`src/rtl/seg_scan_decoder_pkg.sv`:
```
// rtl/seg_scan_decoder_pkg.sv - shared cathode patterns, anode codes and sweep FSM encodings
// Patterns are active-high cathodes, bit order {g,f,e,d,c,b,a}.
package seg_scan_decoder_pkg;

    localparam logic [6:0] SEG_PATTERN_ZERO  = 7'h3F;
    localparam logic [6:0] SEG_PATTERN_ONE   = 7'h06;
    localparam logic [6:0] SEG_PATTERN_TWO   = 7'h5B;
    localparam logic [6:0] SEG_PATTERN_THREE = 7'h4F;
    localparam logic [6:0] SEG_PATTERN_FOUR  = 7'h66;
    localparam logic [6:0] SEG_PATTERN_FIVE  = 7'h6D;
    localparam logic [6:0] SEG_PATTERN_SIX   = 7'h7D;
    localparam logic [6:0] SEG_PATTERN_SEVEN = 7'h07;
    localparam logic [6:0] SEG_PATTERN_EIGHT = 7'h7F;
    localparam logic [6:0] SEG_PATTERN_NINE  = 7'h6F;

    localparam logic [2:0] SEG_ANODE_SECOND = 3'b011;
    localparam logic [2:0] SEG_ANODE_THIRD  = 3'b101;
    localparam logic [2:0] SEG_ANODE_FOURTH = 3'b110;
    localparam logic [2:0] SEG_ANODE_IDLE   = 3'b111;

    typedef enum logic [1:0] {
        WAIT_SECOND = 2'd0,
        WAIT_THIRD  = 2'd1,
        WAIT_FOURTH = 2'd2
    } scan_state_e;

    typedef struct packed {
        logic [3:0] second;
        logic [3:0] third;
        logic [3:0] fourth;
    } frame_t;

    // Only a single low anode line marks a real digit slot.
    function automatic logic is_sample_anode(input logic [2:0] a);
        return (a == SEG_ANODE_SECOND) || (a == SEG_ANODE_THIRD) || (a == SEG_ANODE_FOURTH);
    endfunction

endpackage

```
`src/rtl/seg_pattern_decode.sv`:
```
// rtl/seg_pattern_decode.sv - combinational cathode pattern to BCD digit decoder
module seg_pattern_decode
    import seg_scan_decoder_pkg::*;
(
    input  logic [6:0] C,
    output logic       Hit,
    output logic [3:0] Digit
);

    always_comb begin
        Hit   = 1'b1;
        Digit = 4'd0;
        case (C)
            SEG_PATTERN_ZERO:  Digit = 4'd0;
            SEG_PATTERN_ONE:   Digit = 4'd1;
            SEG_PATTERN_TWO:   Digit = 4'd2;
            SEG_PATTERN_THREE: Digit = 4'd3;
            SEG_PATTERN_FOUR:  Digit = 4'd4;
            SEG_PATTERN_FIVE:  Digit = 4'd5;
            SEG_PATTERN_SIX:   Digit = 4'd6;
            SEG_PATTERN_SEVEN: Digit = 4'd7;
            SEG_PATTERN_EIGHT: Digit = 4'd8;
            SEG_PATTERN_NINE:  Digit = 4'd9;
            default: begin
                Hit   = 1'b0;
                Digit = 4'hF;
            end
        endcase
    end

endmodule

```
`src/rtl/seg_scan_decoder.sv`:
```
// rtl/seg_scan_decoder.sv - 7-seg scan bus monitor: sweep reassembly, stability and error flags
// Optional SEG_SCAN_ERRCNT_EN adds a saturating ErrorCount output.
module seg_scan_decoder
    import seg_scan_decoder_pkg::*;
#(
    parameter int unsigned STABLE_FRAMES = 2
) (
    input  logic       Clock,
    input  logic       Reset,
    input  logic [2:0] A,
    input  logic [6:0] C,
    output logic [3:0] SecondDigit,
    output logic [3:0] ThirdDigit,
    output logic [3:0] FourthDigit,
    output logic       FrameValid,
    output logic       Stable,
    output logic       PatternError,
    output logic       SeqError
`ifdef SEG_SCAN_ERRCNT_EN
    ,
    output logic [7:0] ErrorCount
`endif
);

    localparam logic [3:0] STABLE_TH = 4'(STABLE_FRAMES);

    logic        hit;
    logic [3:0]  digit;

    scan_state_e state_q, state_d;
    frame_t      held_q, held_d;
    frame_t      out_q, out_d;
    logic        bad_q, bad_d;
    logic [2:0]  last_a_q, last_a_d;
    logic        frame_valid_q, frame_valid_d;
    logic        stable_q, stable_d;
    logic        pattern_error_q, pattern_error_d;
    logic        seq_error_q, seq_error_d;
    logic [3:0]  stable_cnt_q, stable_cnt_d;
    logic        sample;
    logic        dwell;
    logic        complete;

    seg_pattern_decode u_decode (
        .C     (C),
        .Hit   (hit),
        .Digit (digit)
    );

    assign sample = is_sample_anode(A);
    // A dwell is the same slot seen on back-to-back clocks; idle cycles break it.
    assign dwell  = sample && (A == last_a_q);

    always_comb begin
        state_d         = state_q;
        held_d          = held_q;
        out_d           = out_q;
        bad_d           = bad_q;
        last_a_d        = A;
        frame_valid_d   = 1'b0;
        stable_d        = stable_q;
        pattern_error_d = 1'b0;
        seq_error_d     = 1'b0;
        stable_cnt_d    = stable_cnt_q;
        complete        = 1'b0;

        if (sample) begin
            pattern_error_d = ~hit;
            case (state_q)
                WAIT_SECOND: begin
                    if (A == SEG_ANODE_SECOND) begin
                        held_d.second = digit;
                        bad_d         = ~hit;
                        state_d       = WAIT_THIRD;
                    end
                end
                WAIT_THIRD: begin
                    if (A == SEG_ANODE_SECOND) begin
                        held_d.second = digit;
                        bad_d         = ~hit;
                        seq_error_d   = ~dwell;
                    end else if (A == SEG_ANODE_THIRD) begin
                        held_d.third = digit;
                        bad_d        = bad_q | ~hit;
                        state_d      = WAIT_FOURTH;
                    end else begin
                        seq_error_d = 1'b1;
                        state_d     = WAIT_SECOND;
                    end
                end
                WAIT_FOURTH: begin
                    if (A == SEG_ANODE_SECOND) begin
                        held_d.second = digit;
                        bad_d         = ~hit;
                        seq_error_d   = 1'b1;
                        state_d       = WAIT_THIRD;
                    end else if (A == SEG_ANODE_THIRD) begin
                        if (dwell) begin
                            held_d.third = digit;
                            bad_d        = bad_q | ~hit;
                        end else begin
                            seq_error_d = 1'b1;
                            state_d     = WAIT_SECOND;
                        end
                    end else begin
                        held_d.fourth = digit;
                        bad_d         = bad_q | ~hit;
                        complete      = 1'b1;
                        state_d       = WAIT_SECOND;
                    end
                end
                default: state_d = WAIT_SECOND;
            endcase
        end

        if (complete && !bad_d) begin
            out_d         = held_d;
            frame_valid_d = 1'b1;
            if (held_d == out_q) begin
                stable_cnt_d = (stable_cnt_q == 4'hF) ? 4'hF : stable_cnt_q + 4'd1;
            end else begin
                stable_cnt_d = 4'd1;
            end
            stable_d = (stable_cnt_d >= STABLE_TH);
        end

        // Any error pulse breaks the stability run, overriding a same-cycle frame.
        if (pattern_error_d || seq_error_d) begin
            stable_cnt_d = 4'd0;
            stable_d     = 1'b0;
        end
    end

    always_ff @(posedge Clock) begin
        if (Reset) begin
            state_q         <= WAIT_SECOND;
            held_q          <= '0;
            out_q           <= '0;
            bad_q           <= 1'b0;
            last_a_q        <= SEG_ANODE_IDLE;
            frame_valid_q   <= 1'b0;
            stable_q        <= 1'b0;
            pattern_error_q <= 1'b0;
            seq_error_q     <= 1'b0;
            stable_cnt_q    <= 4'd0;
        end else begin
            state_q         <= state_d;
            held_q          <= held_d;
            out_q           <= out_d;
            bad_q           <= bad_d;
            last_a_q        <= last_a_d;
            frame_valid_q   <= frame_valid_d;
            stable_q        <= stable_d;
            pattern_error_q <= pattern_error_d;
            seq_error_q     <= seq_error_d;
            stable_cnt_q    <= stable_cnt_d;
        end
    end

    assign SecondDigit  = out_q.second;
    assign ThirdDigit   = out_q.third;
    assign FourthDigit  = out_q.fourth;
    assign FrameValid   = frame_valid_q;
    assign Stable       = stable_q;
    assign PatternError = pattern_error_q;
    assign SeqError     = seq_error_q;

`ifdef SEG_SCAN_ERRCNT_EN
    logic [7:0] err_cnt_q, err_cnt_d;

    always_comb begin
        err_cnt_d = err_cnt_q;
        if ((pattern_error_d || seq_error_d) && (err_cnt_q != 8'hFF)) begin
            err_cnt_d = err_cnt_q + 8'd1;
        end
    end

    always_ff @(posedge Clock) begin
        if (Reset) begin
            err_cnt_q <= 8'd0;
        end else begin
            err_cnt_q <= err_cnt_d;
        end
    end

    assign ErrorCount = err_cnt_q;
`endif

endmodule

```
`config.mk`:
```
export PLATFORM = sky130hd
export DESIGN_NAME = seg_scan_decoder
export DESIGN_NICKNAME = d
export VERILOG_FILES = /design/src/rtl/seg_scan_decoder_pkg.sv /design/src/rtl/seg_pattern_decode.sv /design/src/rtl/seg_scan_decoder.sv
export SDC_FILE = /design/constraint.sdc
export NUM_CORES = 1
export LEC_CHECK = 0
export ABC_AREA = 1
export BUFFER_PORTS_ARGS = -buffer_cell sky130_fd_sc_hd__buf_2
export CAP_MARGIN = 20
export CORE_AREA = 2 2 78 80
export CTS_CLUSTER_DIAMETER = 30
export DETAILED_ROUTE_END_ITERATION = 7
export DIE_AREA = 0 0 80 82
export HOLD_SLACK_MARGIN = 0.12
export MAX_ROUTING_LAYER = met4
export PLACE_DENSITY_LB_ADDON = 0.08
export SLEW_MARGIN = 0
export SYNTH_ARGS = -nofsm -noshare
export SYNTH_HDL_FRONTEND = slang
export SYNTH_SLANG_ARGS = --single-unit
```
`constraint.sdc`:
```
create_clock -name Clock -period 4.8 [get_ports Clock]
set_input_delay 0.24 -clock Clock [delete_from_list [all_inputs] [get_ports Clock]]
set_output_delay 0.24 -clock Clock [all_outputs]
set_load 0.01 [all_outputs]
```
After elaboration in Yosys (flattened, before gate mapping)
Index checks and enable logic that the tools add are counted.
- flip-flop bits (word level): 38
- latch bits: 0
- bits in writable memories: 0
- bits in read-only memories: 0
- input bits: 12
- output and inout bits: 16
- word-level logic and storage cells: 94
- memories: 0
- add/subtract/negate cells: 1
- multiply operators: 0
- div/mod/pow operators: 0
- magnitude comparators: 1
- equal/unequal tests: 21
- shift-type cells: 0
- multiplexer cells: 43
- bitwise logic cells: 3
- reduce and logical (&&, ||, !) cells: 11
- operator list (cell ; number):
    $eq A7 B7 Y1 const B ; 7
    $mux W4 ; 11
    $pmux W4 S10 ; 1
    $mux W1 ; 19
    $eq A7 B3 Y1 const B ; 2
    $eq A12 B12 Y1 ; 1
    $mux W12 ; 1
    $mux W2 ; 6
    $reduce_or A10 Y1 ; 1
    $mux W8 ; 1
    $pmux W4 S2 ; 1
    $eq A7 B6 Y1 const B ; 1
    $eq A3 B3 Y1 const B ; 2
    $pmux W2 S3 ; 1
    $add A4 B1 Y4 const B ; 1
    $eq A4 B4 Y1 const B ; 1
    $ge A4 B2 Y1 const B ; 1
    $ne A2 B2 Y1 const B ; 2
    $ne A4 B4 Y1 const B ; 1
    $reduce_and A4 Y1 ; 1
    $eq A3 B2 Y1 const B ; 1
    $eq A3 B3 Y1 ; 1
    $logic_or A1 B1 Y1 ; 3
    $pmux W1 S3 ; 1
    other kinds (10) ; 12

Depth between registers and ports, before layout
- depth in word-level cells: 14
- mapped depth: 19
- gate-level depth less buffers: 19

By module
A second synthesis with hierarchy kept.
- cells, all modules: 367
- area, all modules: 2347.3 sq um
- by module, submodules not included (module ; instances ; cells each ; area an instance (sq um) ; seq. area each (sq um)):
    seg_scan_decoder ; 1 ; 314 ; 2093.3 ; 760.7
    seg_pattern_decode ; 1 ; 53 ; 254.0 ; 0.0

Worst setup path before layout
No wires, ideal clock.
- path type: reg-to-reg
- from: register state_q[0]
- to: register stable_q (netlist: Stable)
- library setup time: 0.119 ns
- arrival time: 1.780 ns
- required time: 4.681 ns
- path slack: 2.901 ns
- stages on the path, launching flop included: 16
- cells stage by stage: dfxtp_1 inv_1 ha_1 inv_1 nor2_2 inv_1 o21ai_1 inv_1 nand2_1 nand2_1 nand2_1 nor2_4 nand3_1 nand2_1 nor2_1 nor2_1
- word-level cells in the longest chain between the ends: 8
- elaborated cells between the ends (all ways): 22
- classes of those cells: order compare (1); eq/ne (3); mux (12); reduce/logical (6)
- ends and longest elaborated chain (item ; line ; source):
    start, declared ; seg_scan_decoder.sv:30 ; scan_state_e state_q, state_d;
    start signal, assigned ; seg_scan_decoder.sv:147 ; state_q <= state_d;
    $eq A2 B2 Y1, or another cell as far along ; seg_scan_decoder.sv:69 ; case (state_q)
    $reduce_or A3 Y1 (no source line) ; n/a ;
    $mux W4 ; n/a ;
    $mux W12 ; seg_scan_decoder.sv:67 ; if (sample) begin
    $eq A12 B12 Y1 ; seg_scan_decoder.sv:119 ; if (held_d == out_q) begin
    $mux W4 ; seg_scan_decoder.sv:119 ;
    $mux W4 ; seg_scan_decoder.sv:116 ; if (complete && !bad_d) begin
    $ge A4 B2 Y1 ; seg_scan_decoder.sv:124 ; stable_d = (stable_cnt_d >= STABLE_TH);
    end signal, assigned ; seg_scan_decoder.sv:153 ; stable_q <= stable_d;
    end, declared ; seg_scan_decoder.sv:36 ; logic stable_q, stable_d;
Several ways; a longest one is shown, not always the timed one. The select of a mux whose other input is x is not followed.
A chain may end at the register's enable or synchronous reset.

Final worst setup path
Ends and elaborated chain as after synthesis.

==> run summary <==
worst setup path start = state_q[0]
RSZ-0062 raised after global routing = false
reg2reg setup slack = 2.39 ns
M3 GR Usage = 3.08%
crit share post-route = 50.2%
CP Class = register to register
Yosys reg bits = 38
post-synth top area share = 33.8%
post_cts resized = 0
# diodes = 0
initial core utilization = 39.2%
Vias per Instance = 4.70
Setup crit end = Stable
Mapped Nets = 370
Synth top cells by count = nand2_1, inv_1, dfxtp_1
leakage power = 0.00131 µW
reg2reg path depth = 16
reg-to-reg startpoint = state_q[0]
Nets = 397
via count = 2144
Synth cell types = 36
post-CTS setup buffers = 0
grt peak-use layer = met2
I/O pin count = 28
largest net degree at the start of global routing = 23
Post-route DRC = 0
total CTS buffers = 5
cts hold-fix bufs = 0
dpl hpwl = 4.09 mm
fraction of layout instances using a drive strength above 1 = 17.1%
sequential cell area fraction in the yosys report = 33.8%
Final Skew = 0.00800 ns
Synth Flop Type = dfxtp_1
Routed Antenna Nets = 0
Final Critical Period = 2.41 ns
Worst R2R End = Stable
Setup TNS = 0 ns
post-synthesis average cell area = 6.37 µm²
PortBufs = 27
fin. max-slew vios = 0
ys async rst share = 0%
Die Y = 82 µm
Cells after Synth = 353
initial antenna violation count = 0
Global Route Usage Sum = 18.2%
synthesized area = 2250 µm²
H-tree depth = 2
Worst Hold Class = primary input to register
status = completed
worst-margin pin slew = 0.614 ns
CP endpoint kind = register
Reg clk slew, reported paths = 0.08 ns
starting DRC count in detailed routing = 108
VDD IR-drop max = 168 µV
M2 GR Usage = 29.2%
Rows = 28
Max clock buf depth = 2
Die Area = 6560 µm²
Detailed Routing Iterations Pass 1 = 4
GPL Wtd Cong = 0.847
Worst-Skew Late Latency = 0.29 ns
total grt overflow = 0
FMAX = 415 MHz
count leader, synth = nand2_1
worst path arrival time = 2.64 ns
vias in the first global route = 1874
Yosys top cell by area = dfxtp_1
crit-path max FO = 7
WL final = 5.42 mm
TritonCTS clock tree = built
CTS root buffer = clkbuf_8
clk sinks = 38
core area = 5750 µm²
first-pass GRT wire length = 8.95 mm
startpoint types = register
Post-synth EDFFs = 0
Slew HR = 59.0%
hold_sp = A[1]
Synth area leaders = dfxtp_1, nand2_1, inv_1
Final setup viols = 0
area grow syn2layout = 14.7%
Crit path required time = 5.03 ns
M1 GR Usage = 23.6%
Inst Count DP = 448
Routed WL per cell = 11.9 µm
power density cells = 285 nW/µm²
Fin. Hold Viols = 0
YS warnings = 0
Die W = 80 µm
Final Non-Filler Cells = 456
Max Cap Violations = 0
## per-stage QoR
step	power, µW	utilization (%)	hold slack [ns]	cell area, µm²	setup slack [ns]
final	734	44.9	0.229	2580	2.39
after global routing	765	44.9	0.230	2580	2.03
after CTS	742	44.9	0.226	2580	2.37
after detailed placement	399	42.4	0.478	2440	2.40
after global placement	399	42.4	0.477	2440	2.37
after floorplan	379	-	0.333	2250	2.90
## how the worst min path moves through the flow
stage,cells after the start,slack [ns],endpoint
global route,3,0.23,last_a_q[1]
finish,3,0.23,last_a_q[1]
CTS,3,0.23,last_a_q[2]
global placement,2,0.48,SecondDigit[2]
floorplan,2,0.33,last_a_q[1]
detailed placement,2,0.48,SecondDigit[2]
## layer usage
| metal | part of all wire, % | vias to the layer above | wire length (µm) |
|---|---|---|---|
| met4 | 1.2 | 0 | 67 |
| met5 | 0 | - | 0 |
| met3 | 4.4 | 8 | 236 |
| li1 | - | 1161 | - |
| met2 | 47 | 44 | 2530 |
| met1 | 48 | 931 | 2590 |
## critical path: stages, from the launching register on
cell	delay, ns
dfxtp_1	0.33
inv_1	0.11
ha_1	0.27
inv_1	0.11
nor2_2	0.27
o21ai_0	0.20
nand2_1	0.13
nand2_1	0.06
nand2_1	0.05
nand2_1	0.05
nor2_1	0.12
nand3_1	0.10
nor2_2	0.21
nand3_1	0.12
nand2_1	0.10
nor2_1	0.04
nor2_1	0.07
## where the power goes
group | switching (µW) | internal (µW)
Clock | 121 | 222
Sequential | 1.65 | 319
Combinational | 48.2 | 22.2
## flip-flops by register name (all words and copies together), names as in the netlist
signal,count
Stable,1
last_a_q,3
SecondDigit,4
bad_q,1
held_q,12
stable_cnt_q,4
FrameValid,1
PatternError,1
FourthDigit,4
ThirdDigit,4
SeqError,1
state_q,2
## layout by cell type, fill, tap and decap left out, types with 2 or more instances in the layout
cell,synthesis,final
buf_2,2,27
nor2_1,32,32
ha_1,5,5
bufinv_16,0,2
dfxtp_1,38,38
a31oi_1,2,2
nand3_2,2,2
clkbuf_8,0,6
a21oi_1,26,26
nand2_2,6,6
o21ai_0,13,13
nor2_2,6,6
nand3_1,23,23
o21ai_1,3,3
nand4_1,2,2
nand2_1,116,116
or2_1,2,2
inv_1,45,45
nor3_1,2,2
inv_2,5,5
or2_2,4,4
## layout make-up
type,instances,area (µm²)
Clock buffer,6,82.6
Clock inverter,2,60.1
Fill cell,638,3160
Inverter,50,188
Multi-Input combinational cell,258,1260
Sequential cell,38,761
Tap cell,75,93.8
Timing Repair Buffer,27,135
## logic make-up (layout without fill, tap and decap cells)
group / count (synthesis) / after routing / share of synthesized area [%]
buffers and inverters: 57 / 85 / 10.1
adders and majority gates: 5 / 5 / 2.78
muxes: 1 / 1 / 0.445
AOI/OAI and AO/OA: 49 / 49 / 11.7
and+or+nand+nor: 202 / 202 / 40.7
DFF: 38 / 38 / 33.8
xor gates and xnor gates: 1 / 1 / 0.389
No activity file was read; power rests on OpenSTA's default activity.
